### src/rtl/norm_divider_seq_pkg.sv
// norm_pkg: shared types and constant helpers for the iterative row normaliser.
//   - norm_state_e : controller states
//   - acc_width    : sum-of-squares accumulator width, 2W + clog2(M)
//   - norm_width   : width of floor(sqrt(acc)), ceil(AW/2)
//   - sat_maxpos / sat_maxneg : symmetric saturation limits for a W-bit result
package norm_pkg;

    typedef enum logic [2:0] {
        IDLE = 3'd0,
        ACC  = 3'd1,
        SQRT = 3'd2,
        DIV  = 3'd3,
        DONE = 3'd4
    } norm_state_e;

    function automatic int acc_width(input int w, input int m);
        return 2 * w + $clog2(m);
    endfunction

    function automatic int norm_width(input int w, input int m);
        return (acc_width(w, m) + 1) / 2;
    endfunction

    function automatic longint sat_maxpos(input int w);
        return (longint'(1) << (w - 1)) - longint'(1);
    endfunction

    // Symmetric clamp: the most negative code is never produced.
    function automatic longint sat_maxneg(input int w);
        return -sat_maxpos(w);
    endfunction

endpackage

### src/rtl/norm_divider_seq_divider.sv
// serial_divider_u: unsigned restoring divider, one quotient bit per cycle.
//   clk, rst   : clock, synchronous active-high reset
//   load       : starts a division; the first quotient bit is produced in this cycle
//   dividend   : DDW-bit unsigned dividend, sampled on load
//   divisor    : DVW-bit unsigned divisor, sampled on load
//   quotient   : result, valid while done is high and held until the next load
//   done       : one-cycle pulse in the cycle after the last quotient bit
// A division occupies exactly DDW cycles counting the load cycle, so the caller
// can issue back-to-back loads every DDW cycles.
module serial_divider_u #(
    parameter int DDW = 39,
    parameter int DVW = 27
) (
    input  logic           clk,
    input  logic           rst,
    input  logic           load,
    input  logic [DDW-1:0] dividend,
    input  logic [DVW-1:0] divisor,
    output logic [DDW-1:0] quotient,
    output logic           done
);

    localparam int CW = $clog2(DDW + 1);
    localparam logic [CW-1:0] CNT_LOAD = CW'(DDW - 1);
    localparam logic [CW-1:0] CNT_ONE  = CW'(1);

    logic [DDW-1:0] dvd_r;
    logic [DDW-1:0] quo_r;
    logic [DVW-1:0] dvs_r;
    logic [DVW-1:0] rem_r;
    logic [CW-1:0]  cnt_r;
    logic           busy_r;
    logic           done_r;

    logic [DDW-1:0] src_dvd_s;
    logic [DDW-1:0] src_quo_s;
    logic [DVW-1:0] src_dvs_s;
    logic [DVW-1:0] src_rem_s;
    logic [DVW:0]   rem_sh_s;
    logic [DVW-1:0] rem_nx_s;
    logic           q_bit_s;
    logic [DDW-1:0] dvd_nx_s;
    logic [DDW-1:0] quo_nx_s;

    // One restoring step; on load the step starts from fresh operands.
    always_comb begin
        if (load) begin
            src_dvd_s = dividend;
            src_quo_s = {DDW{1'b0}};
            src_dvs_s = divisor;
            src_rem_s = {DVW{1'b0}};
        end else begin
            src_dvd_s = dvd_r;
            src_quo_s = quo_r;
            src_dvs_s = dvs_r;
            src_rem_s = rem_r;
        end
        rem_sh_s = {src_rem_s, src_dvd_s[DDW-1]};
        if (rem_sh_s >= {1'b0, src_dvs_s}) begin
            rem_nx_s = DVW'(rem_sh_s - {1'b0, src_dvs_s});
            q_bit_s  = 1'b1;
        end else begin
            rem_nx_s = DVW'(rem_sh_s);
            q_bit_s  = 1'b0;
        end
        dvd_nx_s = DDW'({src_dvd_s, 1'b0});
        quo_nx_s = DDW'({src_quo_s, q_bit_s});
    end

    // Iteration registers and bit counter.
    always_ff @(posedge clk) begin
        if (rst) begin
            dvd_r  <= {DDW{1'b0}};
            quo_r  <= {DDW{1'b0}};
            dvs_r  <= {DVW{1'b0}};
            rem_r  <= {DVW{1'b0}};
            cnt_r  <= {CW{1'b0}};
            busy_r <= 1'b0;
            done_r <= 1'b0;
        end else if (load) begin
            dvd_r  <= dvd_nx_s;
            quo_r  <= quo_nx_s;
            dvs_r  <= divisor;
            rem_r  <= rem_nx_s;
            cnt_r  <= CNT_LOAD;
            busy_r <= (DDW > 1);
            done_r <= (DDW == 1);
        end else if (busy_r) begin
            dvd_r <= dvd_nx_s;
            quo_r <= quo_nx_s;
            rem_r <= rem_nx_s;
            cnt_r <= cnt_r - CNT_ONE;
            if (cnt_r == CNT_ONE) begin
                busy_r <= 1'b0;
                done_r <= 1'b1;
            end else begin
                done_r <= 1'b0;
            end
        end else begin
            done_r <= 1'b0;
        end
    end

    assign quotient = quo_r;
    assign done     = done_r;

endmodule

### src/rtl/norm_divider_seq.sv
// norm_divider_seq: divides every row of an N x M signed Q.FRAC matrix by its
// Euclidean norm, sharing one MAC, one bit-serial sqrt and one serial divider.
//   clk_norm, rst_norm : clock, synchronous active-high reset (aborts a run)
//   start              : request, accepted only in IDLE
//   w_in               : flattened input matrix, element (r,c) at [(r*M+c)*W +: W]
//   busy               : run in progress
//   done               : one-cycle pulse, w_out/err flags updated in this cycle
//   w_out              : normalised matrix, held until the next done
//   err_zero, err_sat  : a row had zero norm / a quotient was clamped
// Per row: M accumulate cycles, NW sqrt cycles, M*(W+FRAC) divide cycles.
module norm_divider_seq
    import norm_pkg::*;
#(
    parameter int W    = 26,
    parameter int FRAC = 13,
    parameter int N    = 4,
    parameter int M    = 4
) (
    input  logic             clk_norm,
    input  logic             rst_norm,
    input  logic             start,
    input  logic [N*M*W-1:0] w_in,
    output logic             busy,
    output logic             done,
    output logic [N*M*W-1:0] w_out,
    output logic             err_zero,
    output logic             err_sat
);

    localparam int NW  = norm_width(W, M);
    localparam int RW  = 2 * NW;              // radicand width, AW rounded up to even
    localparam int SRW = NW + 2;              // sqrt partial remainder width
    localparam int DW  = W + FRAC;            // dividend width
    localparam int NE  = N * M;
    localparam int RIW = (N > 1) ? $clog2(N) : 1;
    localparam int CIW = (M > 1) ? $clog2(M) : 1;
    localparam int EIW = (NE > 1) ? $clog2(NE) : 1;
    localparam int KW  = $clog2(((DW > NW) ? DW : NW) + 1);

    localparam logic [RIW-1:0] ROW_LAST = RIW'(N - 1);
    localparam logic [CIW-1:0] COL_LAST = CIW'(M - 1);
    localparam logic [KW-1:0]  SQ_LAST  = KW'(NW - 1);
    localparam logic [KW-1:0]  DV_LAST  = KW'(DW - 1);
    localparam logic [W-1:0]   MAXPOS   = W'(sat_maxpos(W));
    localparam logic [W-1:0]   MAXNEG   = W'(sat_maxneg(W));
    localparam logic [DW-1:0]  QLIMIT   = DW'(sat_maxpos(W));

    norm_state_e state_r, next_state_s;

    logic signed [W-1:0] mat_r [NE];
    logic [W-1:0]        res_r [NE];
    logic [W-1:0]        res_next_s [NE];
    logic [RIW-1:0]      row_r;
    logic [CIW-1:0]      col_r;
    logic [KW-1:0]       cnt_r;
    logic [RW-1:0]       acc_r;
    logic [SRW-1:0]      sq_rem_r;
    logic [NW-1:0]       sq_root_r;
    logic                zero_acc_r;
    logic                sat_acc_r;
    logic [EIW-1:0]      pend_idx_r;
    logic                pend_neg_r;
    logic                pend_zero_r;
    logic                busy_r;
    logic                done_r;
    logic [N*M*W-1:0]    w_out_r;
    logic                err_zero_r;
    logic                err_sat_r;

    logic [EIW-1:0]      elem_idx_s;
    logic signed [W-1:0] elem_s;
    logic signed [2*W-1:0] sq_s;
    logic [2*W-1:0]      sq_u_s;
    logic [W-1:0]        abs_s;
    logic [DW-1:0]       dividend_s;
    logic [SRW+1:0]      rem_sh_s;
    logic [SRW+1:0]      trial_s;
    logic [SRW-1:0]      sq_rem_next_s;
    logic [NW-1:0]       sq_root_next_s;
    logic                div_load_s;
    logic [DW-1:0]       div_q_s;
    logic                div_done_s;
    logic [W-1:0]        q_val_s;
    logic                q_sat_s;
    logic                sat_next_s;

    assign elem_idx_s = EIW'(row_r) * EIW'(M) + EIW'(col_r);
    assign elem_s     = mat_r[elem_idx_s];
    assign sq_s       = (2*W)'(elem_s) * (2*W)'(elem_s);
    assign sq_u_s     = sq_s;
    assign dividend_s = {abs_s, {FRAC{1'b0}}};

    // Magnitude of the current element; -2^(W-1) maps cleanly to 2^(W-1).
    always_comb begin
        if (elem_s[W-1]) begin
            abs_s = -elem_s;
        end else begin
            abs_s = elem_s;
        end
    end

    // One bit of the restoring square root, consuming two radicand bits from the top of acc_r.
    always_comb begin
        rem_sh_s = {sq_rem_r, acc_r[RW-1 -: 2]};
        trial_s  = (SRW+2)'({sq_root_r, 2'b01});
        if (rem_sh_s >= trial_s) begin
            sq_rem_next_s  = SRW'(rem_sh_s - trial_s);
            sq_root_next_s = NW'({sq_root_r, 1'b1});
        end else begin
            sq_rem_next_s  = SRW'(rem_sh_s);
            sq_root_next_s = NW'({sq_root_r, 1'b0});
        end
    end

    serial_divider_u #(
        .DDW(DW),
        .DVW(NW)
    ) u_div (
        .clk      (clk_norm),
        .rst      (rst_norm),
        .load     (div_load_s),
        .dividend (dividend_s),
        .divisor  (sq_root_r),
        .quotient (div_q_s),
        .done     (div_done_s)
    );

    // Sign, clamp and zero-norm override for the quotient the divider just finished.
    always_comb begin
        q_val_s = {W{1'b0}};
        q_sat_s = 1'b0;
        if (pend_zero_r) begin
            q_val_s = {W{1'b0}};
        end else if (div_q_s > QLIMIT) begin
            q_sat_s = 1'b1;
            if (pend_neg_r) begin
                q_val_s = MAXNEG;
            end else begin
                q_val_s = MAXPOS;
            end
        end else if (pend_neg_r) begin
            q_val_s = -div_q_s[W-1:0];
        end else begin
            q_val_s = div_q_s[W-1:0];
        end
    end

    // Merge a finished quotient into the result set; also feeds w_out in DONE,
    // where the row's last quotient lands in the same cycle.
    always_comb begin
        res_next_s = res_r;
        sat_next_s = sat_acc_r;
        if (div_done_s) begin
            res_next_s[pend_idx_r] = q_val_s;
            sat_next_s             = sat_acc_r | q_sat_s;
        end else begin
            sat_next_s = sat_acc_r;
        end
    end

    // Controller next state and divider launch strobe.
    always_comb begin
        next_state_s = state_r;
        div_load_s   = 1'b0;
        case (state_r)
            IDLE: begin
                if (start) begin
                    next_state_s = ACC;
                end else begin
                    next_state_s = IDLE;
                end
            end
            ACC: begin
                if (col_r == COL_LAST) begin
                    next_state_s = SQRT;
                end else begin
                    next_state_s = ACC;
                end
            end
            SQRT: begin
                if (cnt_r == SQ_LAST) begin
                    next_state_s = DIV;
                end else begin
                    next_state_s = SQRT;
                end
            end
            DIV: begin
                div_load_s = (cnt_r == {KW{1'b0}});
                if ((cnt_r == DV_LAST) && (col_r == COL_LAST)) begin
                    if (row_r == ROW_LAST) begin
                        next_state_s = DONE;
                    end else begin
                        next_state_s = ACC;
                    end
                end else begin
                    next_state_s = DIV;
                end
            end
            DONE: begin
                next_state_s = IDLE;
            end
            default: begin
                next_state_s = IDLE;
            end
        endcase
    end

    // Controller state register.
    always_ff @(posedge clk_norm) begin
        if (rst_norm) begin
            state_r <= IDLE;
        end else begin
            state_r <= next_state_s;
        end
    end

    // Datapath: matrix capture, MAC, sqrt, divide sequencing, result publication.
    always_ff @(posedge clk_norm) begin
        if (rst_norm) begin
            for (int i = 0; i < NE; i++) begin
                mat_r[i] <= {W{1'b0}};
                res_r[i] <= {W{1'b0}};
            end
            row_r       <= {RIW{1'b0}};
            col_r       <= {CIW{1'b0}};
            cnt_r       <= {KW{1'b0}};
            acc_r       <= {RW{1'b0}};
            sq_rem_r    <= {SRW{1'b0}};
            sq_root_r   <= {NW{1'b0}};
            zero_acc_r  <= 1'b0;
            sat_acc_r   <= 1'b0;
            pend_idx_r  <= {EIW{1'b0}};
            pend_neg_r  <= 1'b0;
            pend_zero_r <= 1'b0;
            busy_r      <= 1'b0;
            done_r      <= 1'b0;
            w_out_r     <= {(N*M*W){1'b0}};
            err_zero_r  <= 1'b0;
            err_sat_r   <= 1'b0;
        end else begin
            res_r     <= res_next_s;
            sat_acc_r <= sat_next_s;
            done_r    <= 1'b0;
            case (state_r)
                IDLE: begin
                    if (start) begin
                        for (int i = 0; i < NE; i++) begin
                            mat_r[i] <= w_in[i*W +: W];
                        end
                        row_r      <= {RIW{1'b0}};
                        col_r      <= {CIW{1'b0}};
                        acc_r      <= {RW{1'b0}};
                        zero_acc_r <= 1'b0;
                        sat_acc_r  <= 1'b0;
                        busy_r     <= 1'b1;
                    end
                end
                ACC: begin
                    acc_r <= acc_r + RW'(sq_u_s);
                    if (col_r == COL_LAST) begin
                        col_r     <= {CIW{1'b0}};
                        cnt_r     <= {KW{1'b0}};
                        sq_rem_r  <= {SRW{1'b0}};
                        sq_root_r <= {NW{1'b0}};
                    end else begin
                        col_r <= col_r + CIW'(1);
                    end
                end
                SQRT: begin
                    acc_r     <= acc_r << 2;
                    sq_rem_r  <= sq_rem_next_s;
                    sq_root_r <= sq_root_next_s;
                    if (cnt_r == SQ_LAST) begin
                        cnt_r <= {KW{1'b0}};
                    end else begin
                        cnt_r <= cnt_r + KW'(1);
                    end
                end
                DIV: begin
                    if (div_load_s) begin
                        pend_idx_r  <= elem_idx_s;
                        pend_neg_r  <= elem_s[W-1];
                        pend_zero_r <= (sq_root_r == {NW{1'b0}});
                        if (sq_root_r == {NW{1'b0}}) begin
                            zero_acc_r <= 1'b1;
                        end
                    end
                    if (cnt_r == DV_LAST) begin
                        cnt_r <= {KW{1'b0}};
                        if (col_r == COL_LAST) begin
                            col_r <= {CIW{1'b0}};
                            acc_r <= {RW{1'b0}};
                            if (row_r != ROW_LAST) begin
                                row_r <= row_r + RIW'(1);
                            end
                        end else begin
                            col_r <= col_r + CIW'(1);
                        end
                    end else begin
                        cnt_r <= cnt_r + KW'(1);
                    end
                end
                DONE: begin
                    for (int i = 0; i < NE; i++) begin
                        w_out_r[i*W +: W] <= res_next_s[i];
                    end
                    err_zero_r <= zero_acc_r;
                    err_sat_r  <= sat_next_s;
                    busy_r     <= 1'b0;
                    done_r     <= 1'b1;
                end
                default: begin
                    busy_r <= 1'b0;
                end
            endcase
        end
    end

    assign busy     = busy_r;
    assign done     = done_r;
    assign w_out    = w_out_r;
    assign err_zero = err_zero_r;
    assign err_sat  = err_sat_r;

endmodule
### config.mk
export PLATFORM = sky130hd
export DESIGN_NAME = norm_divider_seq
export DESIGN_NICKNAME = d
export VERILOG_FILES = /design/src/rtl/norm_divider_seq_pkg.sv /design/src/rtl/norm_divider_seq_divider.sv /design/src/rtl/norm_divider_seq.sv
export SDC_FILE = /design/constraint.sdc
export NUM_CORES = 2
export LEC_CHECK = 0
export BUFFER_PORTS_ARGS = -buffer_cell sky130_fd_sc_hd__buf_2
export CAP_MARGIN = 20
export CORE_MARGIN = 3
export CORE_UTILIZATION = 30
export CTS_BUF_LIST = sky130_fd_sc_hd__clkbuf_16
export CTS_CLUSTER_SIZE = 20
export DETAILED_ROUTE_END_ITERATION = 7
export MAX_ROUTING_LAYER = met4
export PLACE_DENSITY = 0.48
export SLEW_MARGIN = 20
export SYNTH_ARGS = -nofsm -noshare
export SYNTH_HDL_FRONTEND = slang
export SYNTH_HIERARCHICAL = 1
export SYNTH_SLANG_ARGS = --single-unit
### constraint.sdc
create_clock -name clk_norm -period 39.5 [get_ports clk_norm]
set_input_delay 9.875 -clock clk_norm [delete_from_list [all_inputs] [get_ports clk_norm]]
set_output_delay 9.875 -clock clk_norm [all_outputs]
set_load 0.03 [all_outputs]
Yosys cells after proc, flatten, opt, wreduce, memory -nomap -nowiden
Memory sizes are Yosys's and may differ from the RTL's.
Index checks and enable logic that the tools add are counted.

word-level totals
  bits in registers = 1106
  RAM bits = 416
  input bits = 419
  output and inout port bits = 420
  logic and storage cells = 207
  memories = 1

cells by class
  $add $sub $neg = 10
  $mul = 1
  magnitude comparators = 5
  eq/ne operators = 17
  mux-type cells = 90
  bitwise operators = 20
  reductions and logical operators = 22

memory list
  name   words  width  read ports  clocked after memory_dff  wr ports  line                    RTL
  mat_r  16     26     1           0                         16        norm_divider_seq.sv:50  logic signed [W-1:0] mat_r [NE];

operators with widths
  cell                    number
  $mux W26                22
  $bwmux W416             1
  $mux W416               1
  $pmux W54 S4            1
  $mux W39                5
  $mux W27                6
  $mux W54                3
  $demux W26 S4           1
  $mux W29                2
  $pmux W29 S2            1
  $add A54 B52 Y54        1
  $pmux W27 S2            1
  $mul A26 B26 Y52        1
  $neg A26 Y26            2
  $gt A39 B25 Y1 const B  1
  $mux W38                1
  $ge A31 B29 Y1          1
  $mux W6                 5
  $sub A29 B29 Y29        1
  $ge A28 B27 Y1          1
  $logic_not A27 Y1       1
  $sub A27 B27 Y27        1
  $mux W1                 25
  $pmux W6 S3             1
  35 further kinds        79

Logic depth before layout (Yosys ltp)
An unclocked memory read counts as a cell.

  depth after elaboration = 9
  gate-level depth with buffers = 49
  gate-level depth less buffers = 41

Hierarchy
Netlist, hierarchy kept.

by module, submodules not included
  module            instances  cells an instance  area each (um2)  seq. area each (um2)
  norm_divider_seq  1          7959               80300.8          31850.5
  serial_divider_u  1          909                7583.5           2782.7

Worst setup path before layout
No wires, ideal clock.

  kind = input -> register
  start point = in start
  end point = mem mat_r[0][0] (enable)
  setup time = 1.286 ns
  arrival time = 29.039 ns
  data required time = 38.214 ns
  slack = 9.175 ns
  cell stages on the path = 2
  path buffers = 0
  cells stage by stage = nand2_1 o21bai_1

RTL lines
  item         line                    RTL
  from (decl)  norm_divider_seq.sv:21  input logic start,
  to (decl)    norm_divider_seq.sv:50

Worst setup path after layout
  start point = reg col_r[1]
  end point = reg acc_r[53]

on the way
  word-level cells in the longest chain between the ends = 5
  elaborated cells between the ends (all ways) = 8
  those cells by class = add/sub: 2; mul: 1; eq/ne: 2; mux: 1; reduce/logical: 1; memory: 1

RTL lines
  item                    line                     RTL
  from (decl)             norm_divider_seq.sv:54   logic [CIW-1:0] col_r;
  from (signal assigned)  norm_divider_seq.sv:225  col_r <= {CIW{1'b0}};
  from (signal assigned)  norm_divider_seq.sv:251  col_r <= {CIW{1'b0}};
  from (signal assigned)  norm_divider_seq.sv:261  col_r <= {CIW{1'b0}};
  $add A4 B2 Y4           norm_divider_seq.sv:87   assign elem_idx_s = EIW'(row_r) * EIW'(M) + EIW'(col_r);
  $mem_v2 Z16 W26         -
  $mul A26 B26 Y52        norm_divider_seq.sv:89   assign sq_s = (2*W)'(elem_s) * (2*W)'(elem_s);
  $add A54 B52 Y54        norm_divider_seq.sv:259  acc_r <= acc_r + RW'(sq_u_s);
  $pmux W54 S4            norm_divider_seq.sv:244  case (state_r)
  to (signal assigned)    norm_divider_seq.sv:252  acc_r <= {RW{1'b0}};
  to (signal assigned)    norm_divider_seq.sv:259
  to (signal assigned)    norm_divider_seq.sv:270  acc_r <= acc_r << 2;
  to (decl)               norm_divider_seq.sv:56   logic [RW-1:0] acc_r;

Several ways; a longest one is shown, not always the timed one.
A chain may end at the register's enable or synchronous reset.

==> impl_results.md <==
* CTS Buf Count at ~180
* Crit path launch: col_r[1]
* Rows at between 150 and 200
* Synth Instances at about 9000
* Clk slew on worst S/H paths at roughly 0.060 ns
* Crit-path max cell delay at 0.84 ns
* CP Data Arrival Time at 14.24 ns
* Final setup fails at 0
* Chip width at roughly 550 µm
* Status: complete, no violations
* Worst min path class: reg -> reg
* Setup Total Neg Slack at 0 ns
* Initial antenna violation count at 45
* Area Growth Syn to Fin at 15.7%
* Crit path max fanout at 49
* Global-route wire length before repair at about 440 mm
* Slowest cell on crit path: o21a_1
* Seq/Total Area, Yosys at 39.4%
* Cts hold-fix bufs at 0
* Remaining global-route overflow at 0
* Global-route usage over all layers at 20.0%
* Clock Sinks at about 1500
* Maxcap violations at 0
* 1st-pass router iterations at 6
* Crit path required time at 40.25 ns
* Worst setup SP type: register
* Core Region at slightly below 300000 µm²
* Synthesized cell area at 87900 µm²
* HP Start: sq_rem_r[5]
* Crit path time final at about 13 ns
* Drt wl/cell at between 20 and 25 µm
* Vias/cell at 4.90
* Post-Syn Area per Cell at 9.91 µm²
* Crit Reg-Reg Endpoint: acc_r[53]
* Final Max Tran Viols at 0
* Setup skew after layout at approximately 0.12 ns
* Worst reg2reg path depth at 40
* Final hold viol count at 0
* Ports at around 840
* Antenna Nets Post-Route at 0
* Slew @ Worst Pin at 1.26 ns
* R2R Setup Slk at 26.01 ns
* Clock latency on the worst-skew pair at approximately 0.86 ns
* Share of layout cells above drive strength 1 at around 15%
* Setup crit end kind: register
* DIE AREA at around 300000 µm²
* RSZ-0062 raised after global routing: false
* Post-synth EDFFs at ~420
* Final period util at about a third
* Worst setup endpoint: acc_r[53]
* WS Path Type: reg -> reg
* Worst R2R Start: col_r[1]
* Die Height at ~550 µm
* Post-cts resize count at 0
* Initial core utilization at a little under a third
* Fmax at between 0.07 and 0.08 GHz
* Main synth FF type: dfxtp_1
* Ys async rst share at 0%
* YS warnings at 6
* Remaining DRCs at 0
* H-tree Lvls at 4
* Max_slew headroom at roughly 16%
* CP most frequent cell: fa_1
* Placer Congestion at a little under 0.9
* CTS max path bufs at 4
* Nets at around 11000
* Yosys cell types at 90
* Vias in the first global route at 67756
* HPWL Detailed at around 220 mm
* Largest net degree at the start of global routing at 240
* Setup bufs post-CTS at 0
* CTS root buffer: clkbuf_16
* DRT Wirelength at 298 mm
* DR vias at about 66000
* #FFs+latches synth at between 1500 and 2000
* DRT iter0 DRCs at approximately 4600
* CTS tree: yes
* PortBufs at 838
cell usage in the layout (no fill, tap or decap), drive strengths merged, types with 30 or more instances in the layout:
cell and count:
ha 273, a22oi 53, a21oi 352, o21a 62, mux4 105, xor2 56, clkinv 70, mux2i 466
inv 951, nand3 51, dfxtp 1106, fa 661, nor2 1439, o21ai 140, xnor2 132, a21o 63
o211ai 43, buf 962, clkbuf 175, nor3 193, a211oi 446, and2 276, nor2b 208, edfxtp 416
diode 30, nand2 407
registers in the layout, indices dropped and copies added, names as in the netlist, 27 cells and up:
| signal | cells |
|---|---|
| mat_r | 416 |
| u_div/rem_r | 27 |
| u_div/dvs_r | 27 |
| sq_rem_r | 29 |
| u_div/dvd_r | 38 |
| w_out | 416 |
| u_div/quotient | 39 |
| res_r | 416 |
| acc_r | 54 |
| sq_root_r | 27 |
routing by layer:
layer	GRT usage (%)	part of all wire [%]	up-vias
li1	-	-	31020
met1	25.4	44	33172
met2	32.4	48	1715
met3	4.05	6.2	340
met4	5.13	2.7	0
met5	-	0	-
layout make-up:
type | count | area, µm²
inverter | 906 | 3400
antenna | 30 | 75.1
multi-input combinational | 5896 | 47900
tap | 3900 | 4880
clock buffer | 175 | 4380
timing repair buffer | 962 | 5260
fill | 29874 | 190000
clock inverter | 136 | 1110
sequential | 1522 | 34700
worst min-delay path by stage:
stage | endpoint | slack, ns | cells past startpoint
5_1_grt | sq_rem_r[7] | 0.47 | 2
2_1_floorplan | sat_acc_r | 0.42 | 2
3_5_place_dp | err_zero | 0.45 | 2
3_3_place_gp | err_zero | 0.45 | 2
6_report | sq_rem_r[7] | 0.43 | 2
4_1_cts | sq_rem_r[7] | 0.42 | 2
kinds of logic (layout without fill, tap and decap cells):
family	Yosys count	in the layout	synth area share, %
and+or+nand+nor	2771	2771	14.3
muxes	598	598	8.37
xor gates and xnor gates	188	188	1.87
DFF	1522	1522	39.4
adders and majority gates	934	934	18.9
other	1	43	0.00427
AOI/OAI and AO/OA	1392	1392	10.8
buffers and inverters	1462	2179	6.35
cell usage after synthesis, types with 13 or more instances:
master	number	area share, %
mux2i_1	464	5.3
mux2_2	26	0.33
dfxtp_1	1106	25
a222oi_1	28	0.32
nor3_1	192	1.1
a211oi_1	446	3.8
a21oi_1	352	2.0
a221o_1	13	0.15
inv_1	888	3.8
nand2_1	407	1.7
o21bai_1	17	0.15
and2_1	275	2.0
or3_1	19	0.14
fa_1	661	15
xnor2_1	132	1.3
o21a_1	62	0.53
nor4_1	23	0.16
nor2b_1	208	1.5
mux4_2	105	2.7
and3_1	23	0.16
clkbuf_1	468	2.0
o21ai_1	18	0.10
nand3_1	48	0.27
ha_1	273	3.9
or2_2	16	0.11
o21ai_0	119	0.68
buf_2	22	0.13
a31oi_1	26	0.19
a21o_1	63	0.54
o22ai_1	17	0.12
buf_1	56	0.24
inv_2	17	0.073
xor2_1	56	0.56
a22oi_1	53	0.45
o31ai_1	19	0.16
nand3b_1	16	0.14
nor2_1	1439	6.1
nand2b_1	26	0.19
edfxtp_1	416	14
nand4_1	29	0.21
o211ai_1	43	0.37
worst max-delay path: cells and delay by family (launching register included):
family | cells | cell delay [ns]
buf+inv | 9 | 2.32
simple gates | 6 | 1.36
compound gates | 13 | 3.95
mux | 2 | 0.45
flops | 1 | 0.55
fa+ha+maj | 9 | 4.26
xor+xnor | 1 | 0.31
stage by stage:
step                cells  utilization [%]  area [µm²]  hold WS (ns)  setup slack [ns]
floorplan            8880                -       87900         0.424              9.18
finish              13527             34.9      102000         0.426             26.01
global placement    13180             33.0       96000         0.446             25.73
CTS                 13494             34.9      102000         0.420             26.28
global route        13518             34.9      102000         0.474             25.41
detailed placement  13183             33.0       96100         0.453             25.64
Power is left out: the tool's default activity adds up to more than one toggle a clock period on the data nets, which glitch-free logic cannot reach.
